===== config.mk =====
export PLATFORM = sky130hd
export DESIGN_NAME = exe_wb_arbiter
export DESIGN_NICKNAME = d
export VERILOG_FILES = /design/src/rtl/exe_wb_arbiter_pkg.sv /design/src/rtl/wb_fifo.sv /design/src/rtl/exe_wb_arbiter.sv
export SDC_FILE = /design/constraint.sdc
export NUM_CORES = 1
export LEC_CHECK = 0
export BUFFER_PORTS_ARGS = -buffer_cell sky130_fd_sc_hd__buf_2
export CORE_AREA = 2 2 252 254
export DETAILED_ROUTE_END_ITERATION = 16
export DIE_AREA = 0 0 254 256
export GPL_ROUTABILITY_DRIVEN = 0
export PLACE_DENSITY = 0.8
export SLEW_MARGIN = 30
export SYNTH_ARGS = -nofsm -noshare
export SYNTH_HDL_FRONTEND = slang
export SYNTH_SLANG_ARGS = --single-unit

===== constraint.sdc =====
create_clock -name clk -period 5.1 [get_ports clk]
set_input_delay 1.275 -clock clk [delete_from_list [all_inputs] [get_ports clk]]
set_output_delay 1.275 -clock clk [all_outputs]
set_load 0.01 [all_outputs]

===== src/rtl/exe_wb_arbiter_pkg.sv =====
// ---------------------------------------------------------------------------
// exe_wb_arbiter_pkg
//   Shared types and constants for the execute-stage writeback arbiter.
//   - wb_entry_t : one buffered FU result (data, ROB index, destination reg),
//                  sized for the default configuration. wb_fifo uses it as its
//                  default entry type; the arbiter passes its own
//                  parameter-sized struct with the same field layout.
//   - FU_*       : functional-unit channel indices on the fu_* buses.
// ---------------------------------------------------------------------------
package exe_wb_arbiter_pkg;

  localparam int WB_XLEN  = 32;
  localparam int WB_ROB_W = 3;
  localparam int WB_RD_W  = 7;

  typedef struct packed {
    logic [WB_XLEN-1:0]  data;
    logic [WB_ROB_W-1:0] rob_idx;
    logic [WB_RD_W-1:0]  rd;
  } wb_entry_t;

  // Functional-unit channel map
  localparam int FU_ALU   = 0;
  localparam int FU_MUL   = 1;
  localparam int FU_DIV   = 2;
  localparam int FU_FALU  = 3;
  localparam int FU_FMUL  = 4;
  localparam int FU_FDIV  = 5;
  localparam int FU_LOAD  = 6;
  localparam int FU_STORE = 7;
  localparam int FU_NUM   = 8;

endpackage


===== src/rtl/wb_fifo.sv =====
// ---------------------------------------------------------------------------
// wb_fifo
//   Per-channel result buffer for the writeback arbiter. DEPTH entries
//   (power of two, >= 2), pointers wrap naturally modulo DEPTH.
//   Ports:
//     clk, rst   clock, synchronous active-high reset
//     clr        discard all entries (squash)
//     push       enqueue push_data at the tail (ignored when full)
//     pop        drop the head entry (ignored when empty)
//     count      occupancy 0..DEPTH
//     head       oldest entry (undefined content when empty)
//     empty/full occupancy flags
//   Simultaneous push and pop keep count unchanged and preserve order.
// ---------------------------------------------------------------------------
module wb_fifo
  import exe_wb_arbiter_pkg::*;
#(
  parameter int  DEPTH   = 2,
  parameter type entry_t = wb_entry_t
) (
  input  logic                       clk,
  input  logic                       rst,
  input  logic                       clr,
  input  logic                       push,
  input  entry_t                     push_data,
  input  logic                       pop,
  output logic [$clog2(DEPTH+1)-1:0] count,
  output entry_t                     head,
  output logic                       empty,
  output logic                       full
);

  localparam int PTR_W = $clog2(DEPTH);
  localparam int CNT_W = $clog2(DEPTH + 1);

  entry_t           mem [DEPTH];
  logic [PTR_W-1:0] wr_ptr, rd_ptr;
  logic             push_ok, pop_ok;

  assign empty   = (count == '0);
  assign full    = (count == CNT_W'(DEPTH));
  assign push_ok = push & ~full;
  assign pop_ok  = pop & ~empty;
  assign head    = mem[rd_ptr];

  always_ff @(posedge clk) begin
    if (rst || clr) begin
      wr_ptr <= '0;
      rd_ptr <= '0;
      count  <= '0;
    end else begin
      if (push_ok) wr_ptr <= wr_ptr + PTR_W'(1);
      if (pop_ok)  rd_ptr <= rd_ptr + PTR_W'(1);
      case ({push_ok, pop_ok})
        2'b10:   count <= count + CNT_W'(1);
        2'b01:   count <= count - CNT_W'(1);
        default: count <= count;
      endcase
    end
  end

  // Storage needs no reset: pointers and count define what is valid.
  always_ff @(posedge clk) begin
    if (push_ok) mem[wr_ptr] <= push_data;
  end

endmodule


===== src/rtl/exe_wb_arbiter.sv =====
// ---------------------------------------------------------------------------
// exe_wb_arbiter
//   Collects results from NUM_FU functional units, buffers each channel in a
//   DEPTH-entry FIFO and writes back one result per cycle on a registered
//   wb_* port.
//   Ports:
//     clk, rst                 clock, synchronous active-high reset
//     fu_valid/fu_ready        per-channel valid/ready handshake
//     fu_data/fu_rob_idx/fu_rd per-channel result payload
//     flush                    squash: empties all buffers, drops inputs
//     wb_valid/wb_data/
//     wb_rob_idx/wb_rd         registered writeback (payload holds when idle)
//     grant                    one-hot combinational grant this cycle
//   Configuration macro:
//     WB_RR_ARB_EN  defined   -> round-robin arbitration, search starts one
//                                past the last granted channel
//                   undefined -> fixed priority, lowest channel index wins
//   A channel's candidate is its FIFO head, or the live input when the FIFO
//   is empty (bypass), so the live input never overtakes buffered results.
// ---------------------------------------------------------------------------
module exe_wb_arbiter
  import exe_wb_arbiter_pkg::*;
#(
  parameter int NUM_FU = 8,
  parameter int DEPTH  = 2,
  parameter int XLEN   = 32,
  parameter int ROB_W  = 3,
  parameter int RD_W   = 7
) (
  input  logic                          clk,
  input  logic                          rst,
  input  logic [NUM_FU-1:0]             fu_valid,
  output logic [NUM_FU-1:0]             fu_ready,
  input  logic [NUM_FU-1:0][XLEN-1:0]   fu_data,
  input  logic [NUM_FU-1:0][ROB_W-1:0]  fu_rob_idx,
  input  logic [NUM_FU-1:0][RD_W-1:0]   fu_rd,
  input  logic                          flush,
  output logic                          wb_valid,
  output logic [XLEN-1:0]               wb_data,
  output logic [ROB_W-1:0]              wb_rob_idx,
  output logic [RD_W-1:0]               wb_rd,
  output logic [NUM_FU-1:0]             grant
);

  typedef struct packed {
    logic [XLEN-1:0]  data;
    logic [ROB_W-1:0] rob_idx;
    logic [RD_W-1:0]  rd;
  } entry_t;

  localparam int IDX_W = (NUM_FU > 1) ? $clog2(NUM_FU) : 1;
  localparam int CNT_W = $clog2(DEPTH + 1);

  logic [NUM_FU-1:0]            empty, full, acc, cand, push, pop;
  logic [NUM_FU-1:0][CNT_W-1:0] count;
  entry_t [NUM_FU-1:0]          head, live, cand_e;
  entry_t                       sel_e;
  logic                         any_grant;
  logic [IDX_W-1:0]             gnt_idx;

  // Ready reflects occupancy only; a same-cycle dequeue does not free a slot.
  assign fu_ready = ~full;
  assign acc      = fu_valid & fu_ready;
  // Nothing is eligible during a squash, which also zeroes grant.
  assign cand     = flush ? '0 : (~empty | acc);

  // -------------------------------------------------------------------------
  // Per-channel buffers
  // -------------------------------------------------------------------------
  for (genvar i = 0; i < NUM_FU; i++) begin : g_ch
    assign live[i]   = '{data: fu_data[i], rob_idx: fu_rob_idx[i], rd: fu_rd[i]};
    assign cand_e[i] = empty[i] ? live[i] : head[i];
    assign pop[i]    = grant[i] & ~empty[i];
    // A bypassed input goes straight to writeback and is not stored.
    assign push[i]   = acc[i] & ~(grant[i] & empty[i]) & ~flush;

    wb_fifo #(
      .DEPTH   (DEPTH),
      .entry_t (entry_t)
    ) u_fifo (
      .clk       (clk),
      .rst       (rst),
      .clr       (flush),
      .push      (push[i]),
      .push_data (live[i]),
      .pop       (pop[i]),
      .count     (count[i]),
      .head      (head[i]),
      .empty     (empty[i]),
      .full      (full[i])
    );

    always_ff @(posedge clk) begin
      if (!rst) assert (count[i] <= CNT_W'(DEPTH));
    end
  end

  // -------------------------------------------------------------------------
  // Arbitration
  // -------------------------------------------------------------------------
`ifdef WB_RR_ARB_EN
  // rr_ptr is the first channel searched; it moves one past each grant.
  logic [IDX_W-1:0] rr_ptr;

  always_comb begin
    int idx;
    idx       = 0;
    any_grant = 1'b0;
    gnt_idx   = '0;
    for (int k = 0; k < NUM_FU; k++) begin
      idx = int'(rr_ptr) + k;
      if (idx >= NUM_FU) idx = idx - NUM_FU;
      if (!any_grant && cand[idx[IDX_W-1:0]]) begin
        any_grant = 1'b1;
        gnt_idx   = idx[IDX_W-1:0];
      end
    end
  end

  always_ff @(posedge clk) begin
    if (rst)
      rr_ptr <= '0;
    else if (any_grant)
      rr_ptr <= (gnt_idx == IDX_W'(NUM_FU - 1)) ? '0 : gnt_idx + IDX_W'(1);
  end
`else
  // Scan high to low so the lowest candidate index is the last one kept.
  always_comb begin
    any_grant = 1'b0;
    gnt_idx   = '0;
    for (int k = NUM_FU - 1; k >= 0; k--) begin
      if (cand[k]) begin
        any_grant = 1'b1;
        gnt_idx   = IDX_W'(k);
      end
    end
  end
`endif

  always_comb begin
    grant = '0;
    if (any_grant) grant[gnt_idx] = 1'b1;
  end

  assign sel_e = cand_e[gnt_idx];

  // -------------------------------------------------------------------------
  // Writeback register: payload holds when nothing is granted.
  // -------------------------------------------------------------------------
  always_ff @(posedge clk) begin
    if (rst) begin
      wb_valid   <= 1'b0;
      wb_data    <= '0;
      wb_rob_idx <= '0;
      wb_rd      <= '0;
    end else begin
      wb_valid <= any_grant;
      if (any_grant) begin
        wb_data    <= sel_e.data;
        wb_rob_idx <= sel_e.rob_idx;
        wb_rd      <= sel_e.rd;
      end
    end
  end

endmodule


# Yosys cells after proc, flatten, opt, wreduce, memory -nomap -nowiden

Memory sizes are Yosys's and may differ from the RTL's. A register that Yosys moved wholly into a read port is not among the register bits.
Cells that the tools add are included.

Memories: 8
Input port bits: 347
Register bits after elaboration: 75
Memory bits (writable): 672

Memory list:

| memory             | words | width | read ports | clocked after memory_dff | wr ports | RTL line      | RTL |
|---|---|---|---|---|---|---|---|
| g_ch[0].u_fifo.mem | 2     | 42    | 1          | 1                        | 1        | wb_fifo.sv:36 | `entry_t mem [DEPTH];` |
| g_ch[1].u_fifo.mem | 2     | 42    | 1          | 1                        | 1        | wb_fifo.sv:36 |  |
| g_ch[2].u_fifo.mem | 2     | 42    | 1          | 1                        | 1        | wb_fifo.sv:36 |  |
| g_ch[3].u_fifo.mem | 2     | 42    | 1          | 1                        | 1        | wb_fifo.sv:36 |  |
| g_ch[4].u_fifo.mem | 2     | 42    | 1          | 1                        | 1        | wb_fifo.sv:36 |  |
| g_ch[5].u_fifo.mem | 2     | 42    | 1          | 1                        | 1        | wb_fifo.sv:36 |  |
| 2 more memories    | --    | --    | --         | --                       | --       | --            |  |

Bitwise operators: 77
Add/sub/neg operators: 32
Reductions and logical operators: 18
Muxes and demuxes: 70
Equality and inequality tests: 24
Magnitude comparators: 2

Operator list:

| cell                                                                                 | number |
|---|---|
| 42-bit 2-to-1 mux                                                                    | 9 |
| 42-bit binary-select mux with 3-bit select                                           | 1 |
| 1-bit bitwise AND                                                                    | 48 |
| 1-bit 2-to-1 mux                                                                     | 41 |
| 2-bit equality test (second input constant)                                          | 16 |
| 2-bit case mux with 2 select lines                                                   | 8 |
| 1-bit NOT                                                                            | 25 |
| 3-bit 2-to-1 mux                                                                     | 8 |
| 1-bit adder (second input constant)                                                  | 16 |
| 2-bit by 1-bit adder with 2-bit output (second input constant)                       | 8 |
| 2-bit by 1-bit equality test with 1-bit output (second input constant)               | 8 |
| 2-bit logical NOT                                                                    | 8 |
| 8-bit 2-to-1 mux                                                                     | 2 |
| 8-bit NOT                                                                            | 2 |
| 2-bit nonzero test                                                                   | 8 |
| 2-bit by 1-bit subtractor with 2-bit output (second input constant)                  | 8 |
| 8-bit bitwise AND                                                                    | 1 |
| 8-bit OR                                                                             | 1 |
| 3-bit by 4-bit less-than comparator with 1-bit output (second input constant)        | 1 |
| 1-bit demux with 3-bit select                                                        | 1 |
| 3-bit by 1-bit greater-or-equal comparator with 1-bit output (second input constant) | 1 |
| 1-bit logical AND                                                                    | 1 |
| 1-bit logical OR                                                                     | 1 |

# Depth between registers and ports, before layout

Gate-level depths: netlist (run 1).

Word-level depth: 25
Gate-level depth with buffers: 14
Depth with buffers taken out: 10

# Modules after synthesis

Synthesis (run 1) repeated with hierarchy kept, for this count alone.

Cell total of the unflattened synthesis: 2,305
Area, all modules: 34,107.7 sq um

By module, submodules not included:

| module         | sequential area each (sq um) | cells an instance | area an instance (sq um) | instances |
|---|---|---|---|---|
| wb_fifo        | 2,622.5                      | 158               | 3,249.4                  | 8 |
| exe_wb_arbiter | 860.8                        | 1,041             | 8,112.8                  | 1 |

# Least setup slack after synthesis (run 1)

No wires, ideal clock.

Kind: input to register
From: input flush
To: memory g_ch[4].u_fifo.mem[0][0] (netlist bit) (enable)
Required time: 4.659 ns
Setup time: 0.441 ns
Slack: 0.063 ns
Arrival time: 4.596 ns
Stages on the path: 10
Path through: clkbuf_1 > clkbuf_1 > a21oi_1 > nand3_1 > nor4_4 > buf_6 > buf_6 > nor2_1 > inv_1 > nor2_1

Word-level cells in the longest chain between the ends: 21
Elaborated cells on any way between the ends: 31
Those cells by class: 2 x order compare; 22 x mux; 6 x bitwise; 1 x reduce/logical

RTL lines:

| what                                                                                                                                                               | RTL line              | RTL |
|---|---|---|
| from (decl)                                                                                                                                                        | exe_wb_arbiter.sv:37  | `input logic flush,` |
| 8-bit 2-to-1 mux                                                                                                                                                   | exe_wb_arbiter.sv:65  | `assign cand = flush ? '0 : (~empty \| acc);` |
| 3-bit 2-to-1 mux (8 in series)                                                                                                                                     | exe_wb_arbiter.sv:132 | `if (cand[k]) begin` |
| 3-bit by 4-bit less-than comparator with 1-bit output (not written as such) / 3-bit by 1-bit greater-or-equal comparator with 1-bit output (equally long branches) | exe_wb_arbiter.sv:142 | `if (any_grant) grant[gnt_idx] = 1'b1;` |
| 1-bit logical AND (not written as such)                                                                                                                            | exe_wb_arbiter.sv:142 |  |
| 1-bit 2-to-1 mux (not written as such)                                                                                                                             | exe_wb_arbiter.sv:142 |  |
| 1-bit demux with 3-bit select                                                                                                                                      | exe_wb_arbiter.sv:142 |  |
| 8-bit 2-to-1 mux                                                                                                                                                   | exe_wb_arbiter.sv:142 |  |
| 1-bit bitwise AND                                                                                                                                                  | exe_wb_arbiter.sv:75  | `assign push[i] = acc[i] & ~(grant[i] & empty[i]) & ~flush;` |
| 1-bit NOT                                                                                                                                                          | exe_wb_arbiter.sv:75  |  |
| 1-bit bitwise AND                                                                                                                                                  | exe_wb_arbiter.sv:75  |  |
| 1-bit bitwise AND (*)                                                                                                                                              | exe_wb_arbiter.sv:75  |  |
| 1-bit bitwise AND (*)                                                                                                                                              | wb_fifo.sv:42         | `assign push_ok = push & ~full;` |
| 1-bit 2-to-1 mux (*)                                                                                                                                               | wb_fifo.sv:64         | `if (push_ok) mem[wr_ptr] <= push_data;` |
| 1-bit 2-to-1 mux (not written as such) (*)                                                                                                                         | wb_fifo.sv:64         |  |
| to (decl)                                                                                                                                                          | wb_fifo.sv:36         |  |

Every way passes the cells marked *; elsewhere a longest branch is shown, timed or not.

# Worst setup path in the final report (run 1)

From: input fu_valid[2]
To: output grant[6]

Word-level cells in the longest chain between the ends: 11
Elaborated cells on any way between the ends: 15
Those cells by class: 2 x order compare; 10 x mux; 2 x bitwise; 1 x reduce/logical

RTL lines:

| what                                                                                                                                                               | RTL line              | RTL |
|---|---|---|
| from (decl)                                                                                                                                                        | exe_wb_arbiter.sv:32  | `input logic [NUM_FU-1:0] fu_valid,` |
| 8-bit bitwise AND (*)                                                                                                                                              | exe_wb_arbiter.sv:63  | `assign acc = fu_valid & fu_ready;` |
| 8-bit OR (*)                                                                                                                                                       | exe_wb_arbiter.sv:65  |  |
| 8-bit 2-to-1 mux (*)                                                                                                                                               | exe_wb_arbiter.sv:65  |  |
| 3-bit 2-to-1 mux (3 in series)                                                                                                                                     | exe_wb_arbiter.sv:132 |  |
| 3-bit by 4-bit less-than comparator with 1-bit output (not written as such) / 3-bit by 1-bit greater-or-equal comparator with 1-bit output (equally long branches) | exe_wb_arbiter.sv:142 |  |
| 1-bit logical AND (not written as such)                                                                                                                            | exe_wb_arbiter.sv:142 |  |
| 1-bit 2-to-1 mux (not written as such)                                                                                                                             | exe_wb_arbiter.sv:142 |  |
| 1-bit demux with 3-bit select                                                                                                                                      | exe_wb_arbiter.sv:142 |  |
| 8-bit 2-to-1 mux (*)                                                                                                                                               | exe_wb_arbiter.sv:142 |  |
| to (decl)                                                                                                                                                          | exe_wb_arbiter.sv:42  | `output logic [NUM_FU-1:0] grant` |

Marked as above.

==> results of run 1 <==
-- through the flow --
step / util / total power [mW] / cell area (um2) / instances / setup WS, ns
6_report: 0.608 / 13.7 / 37900 / 3675 / 0.530
5_1_grt: 0.608 / 14.1 / 37900 / 3661 / 0.434
3_3_place_gp: 0.566 / 8.24 / 35300 / 3500 / 0.580
4_1_cts: 0.607 / 13.7 / 37900 / 3641 / 0.646
3_5_place_dp: 0.568 / 8.30 / 35400 / 3504 / 0.557
2_1_floorplan: - / 7.69 / 32200 / 2356 / 0.0629
-- power groups by stage --
stage	clock [mW]	combinational, mW	sequential (mW)
2_1_floorplan	0	0.557	7.14
6_report	5.51	1.20	7.00
5_1_grt	5.78	1.28	7.01
3_3_place_gp	0	1.12	7.12
4_1_cts	5.54	1.18	7.00
3_5_place_dp	0	1.17	7.13
-- worst register-to-register path: stages (launching register included) --
cell	delay [ns]
dfxtp_1	0.41
or4_1	0.59
o22ai_2	0.32
o211a_4	0.33
nor4_4	0.07
buf_4	0.21
nor2_1	0.22
inv_1	0.13
nor2_4	0.54
buf_4	0.47
-- cell families (layout without fill, tap and decap cells) --
family / Yosys count / in the layout / synth area share
AOI/OAI and AO/OA: 547 / 547 / 0.113
xor gates and xnor gates: 31 / 31 / 0.00843
adders and majority gates: 8 / 8 / 0.00311
buffers and inverters: 183 / 622 / 0.0231
DFF: 755 / 755 / 0.678
muxes: 358 / 358 / 0.111
other: 0 / 34 / 0
and+or+nand+nor: 474 / 474 / 0.0632
-- Yosys cell counts (5+ instances only) --
cell and number:
a2111oi_0 6, a211o_1 10, a211oi_1 106, a21oi_1 157
a221oi_1 12, a222oi_1 5, a22oi_1 21, a311oi_1 22
a31oi_1 19, buf_1 9, buf_2 19, clkbuf_1 134
dfxtp_1 83, edfxtp_1 672, ha_1 8, inv_1 15
mux2i_1 355, nand2_1 24, nand2b_1 10, nand3_1 10
nor2_1 349, nor3_1 39, nor4_1 7, o2111ai_1 5
o211ai_1 10, o21ai_0 66, o21bai_1 16, o221ai_1 32
o22ai_1 39, or2_2 8, or3_1 9, xnor2_1 22
xor2_1 9
-- how the worst max path moves through the flow --
stage,to,slack [ns]
after global placement,g_ch[5].u_fifo.mem[1][16]$_DFFE_PP_,0.58
after CTS,grant[3],0.65
after detailed placement,g_ch[6].u_fifo.mem[0][23]$_DFFE_PP_,0.56
after floorplan,g_ch[4].u_fifo.mem[0][0]$_DFFE_PP_,0.06
after global routing,grant[6],0.43
final,grant[6],0.53
-- cell type report --
type / count / area, um2
multi-input cells: 1418 / 9800
clock inverters: 36 / 343
flip-flops and latches: 755 / 21900
inverters: 16 / 60.1
clock buffers: 101 / 2090
diodes: 34 / 85.1
fillers: 4760 / 24400
repair buffers: 469 / 2650
well taps: 846 / 1060
-- metal layers --
| layer | up-vias | wire length, um |
|---|---|---|
| met1 | 11000 | 37400 |
| met3 | 276 | 11300 |
| met2 | 1402 | 44300 |
| met4 | 46 | 3870 |
| met5 | - | 276 |
| li1 | 9914 | - |
-- cell usage in the layout, fill, tap and decap left out, drive strengths merged, types with 34 or more instances in the layout --
cell type	Yosys	layout
a211oi	106	106
diode	0	34
a21oi	157	157
o22ai	40	40
clkbuf	134	101
dfxtp	83	83
o21ai	68	68
edfxtp	672	672
buf	33	469
nor2	349	349
nor3	41	41
mux2i	355	355
-- registers in the layout (all words and copies together) (netlist names), named ones only --
name	cells
wb_rob_idx	3
wb_rd	7
wb_data	32
g_ch.u_fifo.mem	672
g_ch.u_fifo.wr_ptr	8
g_ch.u_fifo.rd_ptr	8
g_ch.u_fifo.count	16
wb_valid	1
==> metrics.md, run 1 <==
| Metric | Value |
|---|---|
| CP startpoint kind | `primary input` |
| Share of layout cells above drive strength 1 | `0.228` |
| Switching power | `approximately 3.1 mW` |
| Routed Antenna Nets | `0` |
| R2R Setup Slk | `around 1.4 ns` |
| Hold path depth | `2` |
| Mapped Nets | `roughly 2,700` |
| P_int | `about 11 mW` |
| Met3 Track Usage GR | `0.0939` |
| Netlist cell types | `63` |
| Worst Path Required | `3.83 ns` |
| HP Start | `wb_data[17]$_SDFFE_PP0N_` |
| Post-synthesis sequential area ratio | `0.678` |
| Rows | `92` |
| Switching fraction of total power | `0.230` |
| Max Slew Vio Count | `0` |
| Initial core utilization | `0.516` |
| Fin. Hold Viols | `0` |
| # setup viols final | `0` |
| Async SR Flop Fraction | `0` |
| Area grow syn2layout | `17.8%` |
| Post-CTS Setup Repair Bufs | `0` |
| P_leak | `12.6 nW` |
| Post-cts repair resize count | `0` |
| Clk pwr share | `0.402` |
| CP arrival | `3.30 ns` |
| IO Port Bufs | `roughly 410` |
| CTS H-tree depth | `3` |
| Syn_area_per_cell | `13.7 um2` |
| Top-Level Pins | `406` |
| First-pass GRT wire length | `140,000 um` |
| Critical path's top delay family | `simple AND/OR/NAND/NOR gates` |
| Largest net degree at the start of global routing | `55` |
| Period utilization | `0.896` |
| Comb pwr share | `0.088` |
| Share of the synthesized area in the top cell type | `0.626` |
| Synth area leaders | `edfxtp_1 (63%), mux2i_1 (11%), dfxtp_1 (5.2%), nor2_1 (4.1%), a211oi_1 (2.5%)` |
| Critical Path End Type | `output port` |
| Post-layout minimum cycle time | `approximately 4.6 ns` |
| FMAX | `219 MHz` |
| Final clock skew | `around 0.022 ns` |
| Slowest-stage cell, CP | `nor2_1` |
| Mapped Cells | `around 2,400` |
| Critical path peak fanout | `6` |
| Cts bufs inserted | `74` |
| Hold-fix buffer count after cts | `0` |
| Max_slew headroom | `0.349` |
| CP max stage delay | `approximately 0.54 ns` |
| Yosys top cell by area | `edfxtp_1` |
| Global route overflow | `0` |
| # nets final | `roughly 3,100` |
| Wire per inst | `~26 um` |
| Global route hottest layer | `met2` |
| Worst slew pin tran | `around 0.95 ns` |
| Max cap viols | `0` |
| TritonCTS clock tree | `done` |
| Syn Std Cell Area | `32,200 um2` |
| Worst R2R End | `g_ch[6].u_fifo.mem[0][5]$_DFFE_PP_` |
| DRC viols | `0` |
| Initial DRT Pass Iterations | `7` |
| Status | `finished clean` |
| EDFF count, synth | `around 670` |
| #FFs+latches synth | `between 700 and 800` |
| Peak supply drop | `299 uV` |
| Class of the worst hold path | `flop to flop` |
| Crit-path most repeated cell | `buf_2` |
| Total track usage | `0.291` |
| CTS Sinks | `755` |
| WS Path Type | `primary input to output port` |
| Setup TNS | `0 ns` |
| YS warnings | `0` |
| Die H | `about 260 um` |
| Crit path launch | `fu_valid[2]` |
| Hold EP | `wb_data[17]$_SDFFE_PP0N_` |
| Via density | `~6.2` |
| RSZ-0062 raised after global routing | `no` |
| Core box area | `a little over 60,000 um2` |
| Worst-path clk slew | `about 0.060 ns` |
| Clock Tree Buf Depth | `3` |
| PwrDens | `approximately 360 nW/um2` |
| Dominant synthesized flop cell | `edfxtp_1` |
| Clock Tree Root | `clkbuf_16` |
| Worst Hold Slack | `slightly below 0.5 ns` |
| DIE AREA | `between 60,000 and 70,000 um2` |
| M1 GR Usage | `0.388` |
| Routed via count | `between 20,000 and 25,000` |
| Flop pwr share | `0.511` |
| FF-to-FF Start | `g_ch[6].u_fifo.count[0]$_SDFFE_PP0P_` |
| Vias in the first global route | `21,800` |
| R2R depth | `9` |
| Drt initial violations | `about 3,100` |
| Initial antenna violation count | `51` |
| CP cell instances | `buf_2, nor3_1, a21oi_1, nor2_1, nand3_2, inv_1, buf_2` |
| Half-perimeter wire length after placement | `~70,000 um` |
| Chip Width | `254 um` |
| Worst Path Buf+Inv | `3` |
| Clk Latency, worst-skew pair | `a little over 0.6 ns` |
| CP Depth | `7` |
| Grt met2 use | `0.444` |
| Total Wirelength | `97,200 um` |
Note: power is estimated with default switching activity, not from simulation.
==> run 2, diff against run 1 <==
- CORE_AREA: 2 2 252 254 -> 2 2 231 278
- DIE_AREA: 0 0 254 256 -> 0 0 233 280
==> run 2 against run 1 <==
Net effect: clock power down 8.7%; flip-flop and latch count unchanged; non-clock buffer count unchanged; combinational power about the same; clock skew down 0.0063 ns; first-iteration DRC count up 0.98%; wire length down 0.25%; critical path depth unchanged; global-route usage down 0.14 points; count of clock-buffer cells in the layout down 4; cell area down 0.79%; setup slack worse by 0.078 ns; largest power group unchanged.
==> metrics.md, run 2 (same netlist as run 1, synthesis figures left out) <==
| Metric | Value |
|---|---|
| Routed Antenna Nets | `0 (unchanged)` |
| Routed via count | `22,500 (-0.75%)` |
| Vias in the first global route | `21,700 (-0.032%)` |
| Slowest-stage cell, CP | `o211ai_2` |
| # nets final | `3,085 (-0.13%)` |
| Clock Tree Root | `clkbuf_16` |
| Commonest non-fill, non-tap cell in the layout | `edfxtp_1` |
| Clk Latency, worst-skew pair | `0.62 ns (about the same)` |
| CP max stage delay | `0.64 ns (+0.10 ns)` |
| Die H | `280 um (+9.4%)` |
| FMAX | `215 MHz (-1.7%)` |
| CP Depth | `7 (unchanged)` |
| Period utilization | `0.911 (+0.0153)` |
| Clock Tree Buf Depth | `3 (unchanged)` |
| Max reg flops | `672 (unchanged)` |
| Biggest regs | `g_ch.u_fifo.mem: 672 flops, wb_data: 32 flops, g_ch.u_fifo.count: 16 flops` |
| R2R depth | `9 (unchanged)` |
| TritonCTS clock tree | `done` |
| Worst Path Required | `3.83 ns (about the same)` |
| Initial core utilization | `0.513 (-0.00343)` |
| Final clock skew | `0.0162 ns (-0.00631 ns)` |
| Top-Level Pins | `406 (unchanged)` |
| Fin cells | `3,649 (-0.71%)` |
| First-pass GRT wire length | `139,000 um (-0.74%)` |
| Worst Hold Slack | `0.500 ns (+0.00287 ns)` |
| DRC viols | `0 (unchanged)` |
| Post-place setup slack | `0.537 ns (-0.0194 ns)` |
| Total track usage | `0.290 (-0.00144)` |
| Hold path depth | `2 (unchanged)` |
| Critical path's top delay family | `compound AO/OA/AOI/OAI gates` |
| Chip Width | `233 um (-8.3%)` |
| Placed Cells | `3,482 (-0.63%)` |
| Initial DRT Pass Iterations | `7 (unchanged)` |
| IO Port Bufs | `405 (unchanged)` |
| WS Path Type | `primary input to output port` |
| Max Slew Vio Count | `0 (unchanged)` |
| CP arrival | `3.37 ns (+0.07 ns)` |
| Drt initial violations | `3,104 (+0.98%)` |
| Post-layout minimum cycle time | `4.65 ns (+0.0779 ns)` |
| Critical Path End Type | `output port` |
| Status | `finished clean` |
| Wire per inst | `26.6 um (+0.46%)` |
| Most flop-heavy register | `g_ch.u_fifo.mem` |
| Global route overflow | `0 (unchanged)` |
| Max_slew headroom | `0.339 (-0.00980)` |
| PwrDens | `351 nW/um2 (-2.8%)` |
| Class of the worst hold path | `flop to flop` |
| Most frequent cells in the layout | `edfxtp_1 (672), buf_2 (405), mux2i_1 (355), nor2_1 (328), a21oi_1 (157)` |
| RSZ-0062 raised after global routing | `no` |
| CTS H-tree depth | `3 (unchanged)` |
| Half-perimeter wire length after placement | `69,100 um (-0.72%)` |
| Hold-fix buffer count after cts | `0 (unchanged)` |
| Max cap viols | `0 (unchanged)` |
| Setup TNS | `0 ns (unchanged)` |
| Critical path peak fanout | `8 (+2)` |
| CP cell instances | `buf_2, nor3_1, o22ai_2, o211ai_2, nand2_4, nor2_1, buf_2` |
| # setup viols final | `0 (unchanged)` |
| P_leak | `12.4 nW (-0.92%)` |
| Post-CTS Setup Repair Bufs | `0 (unchanged)` |
| Area grow syn2layout | `16.8%` |
| Worst slew pin tran | `0.992 ns (+0.0393 ns)` |
| Worst Path Buf+Inv | `2 (-1)` |
| Largest net degree at the start of global routing | `55 (unchanged)` |
| Peak supply drop | `221 uV (-26%)` |
| Initial antenna violation count | `58 (+14%)` |
| Filler cells | `4,710 (-1.1%)` |
| Share of layout cells above drive strength 1 | `0.228 (+0.000653)` |
| Worst-path clk slew | `0.06 ns (about the same)` |
| Crit-path most repeated cell | `buf_2` |
| Via density | `6.17 (about the same)` |
| CTS Sinks | `755 (unchanged)` |
| Rows | `101 (+9.8%)` |
| Post-cts repair resize count | `0 (unchanged)` |
| Total power | `13.2 mW (-3.5%)` |
| Setup slack after layout | `0.452 ns (-0.0779 ns)` |
| CP startpoint kind | `primary input` |
| Core box area | `62,800 um2 (+0.67%)` |
| DIE AREA | `65,200 um2 (+0.33%)` |
| Total Wirelength | `96,900 um (-0.25%)` |
| Fin. Hold Viols | `0 (unchanged)` |
| Cts bufs inserted | `70 (-5.4%)` |
run 2: changes by cell type in the layout (fill, tap and decap cells not counted), sizes merged:
cell	delta
bufinv	-6
clkbuf	-4
diode	+4
inv	+3
clkinv	-1
run 2: through the flow:
step | cell area (um2) | utilization
3_3_place_gp | 35200 | 0.561
6_report | 37600 | 0.599
3_5_place_dp | 35400 | 0.563
5_1_grt | 37600 | 0.599
4_1_cts | 37500 | 0.598
2_1_floorplan | 32200 | -
run 2: per-layer routing:
metal,part of all wire,global-route usage,wire length (um),up-vias
met5,0.0029,0,279,-
met4,0.043,0.124,4190,44
met3,0.10,0.0806,10100,276
met2,0.47,0.464,45900,1333
met1,0.38,0.371,36500,11000
li1,-,-,-,9891
run 2: area by class of cell:
class	count	area, um2	area share
clock inverters	32	195	0.00519
repair buffers	469	2630	0.0697
diodes	38	95.1	0.00253
flip-flops and latches	755	21900	0.580
well taps	824	1030	0.0274
clock buffers	97	1990	0.0528
multi-input cells	1418	9800	0.260
inverters	16	60.1	0.00160
run 2: tightest hold or removal path: stages, from the launching register on:
cell	delay, ns
dfxtp_1	0.31
nor2_1	0.10
a311oi_1	0.05
run 2: worst paths after layout:
path / startpoint / to / slack [ns]
max: fu_valid[5] / grant[2] / 0.45
min: wb_data[28]$_SDFFE_PP0N_ / wb_data[28]$_SDFFE_PP0N_ / 0.50
min reg2reg: wb_data[28]$_SDFFE_PP0N_ / wb_data[28]$_SDFFE_PP0N_ / 0.50
max reg2reg: g_ch[5].u_fifo.count[0]$_SDFFE_PP0P_ / g_ch[2].u_fifo.count[1]$_SDFFE_PP0P_ / 1.57
run 2: report_power, final:
group	internal, mW	switching [mW]	total, mW
Sequential	6.93	0.0754	7.00
Combinational	0.403	0.781	1.18
Clock	2.79	2.24	5.03
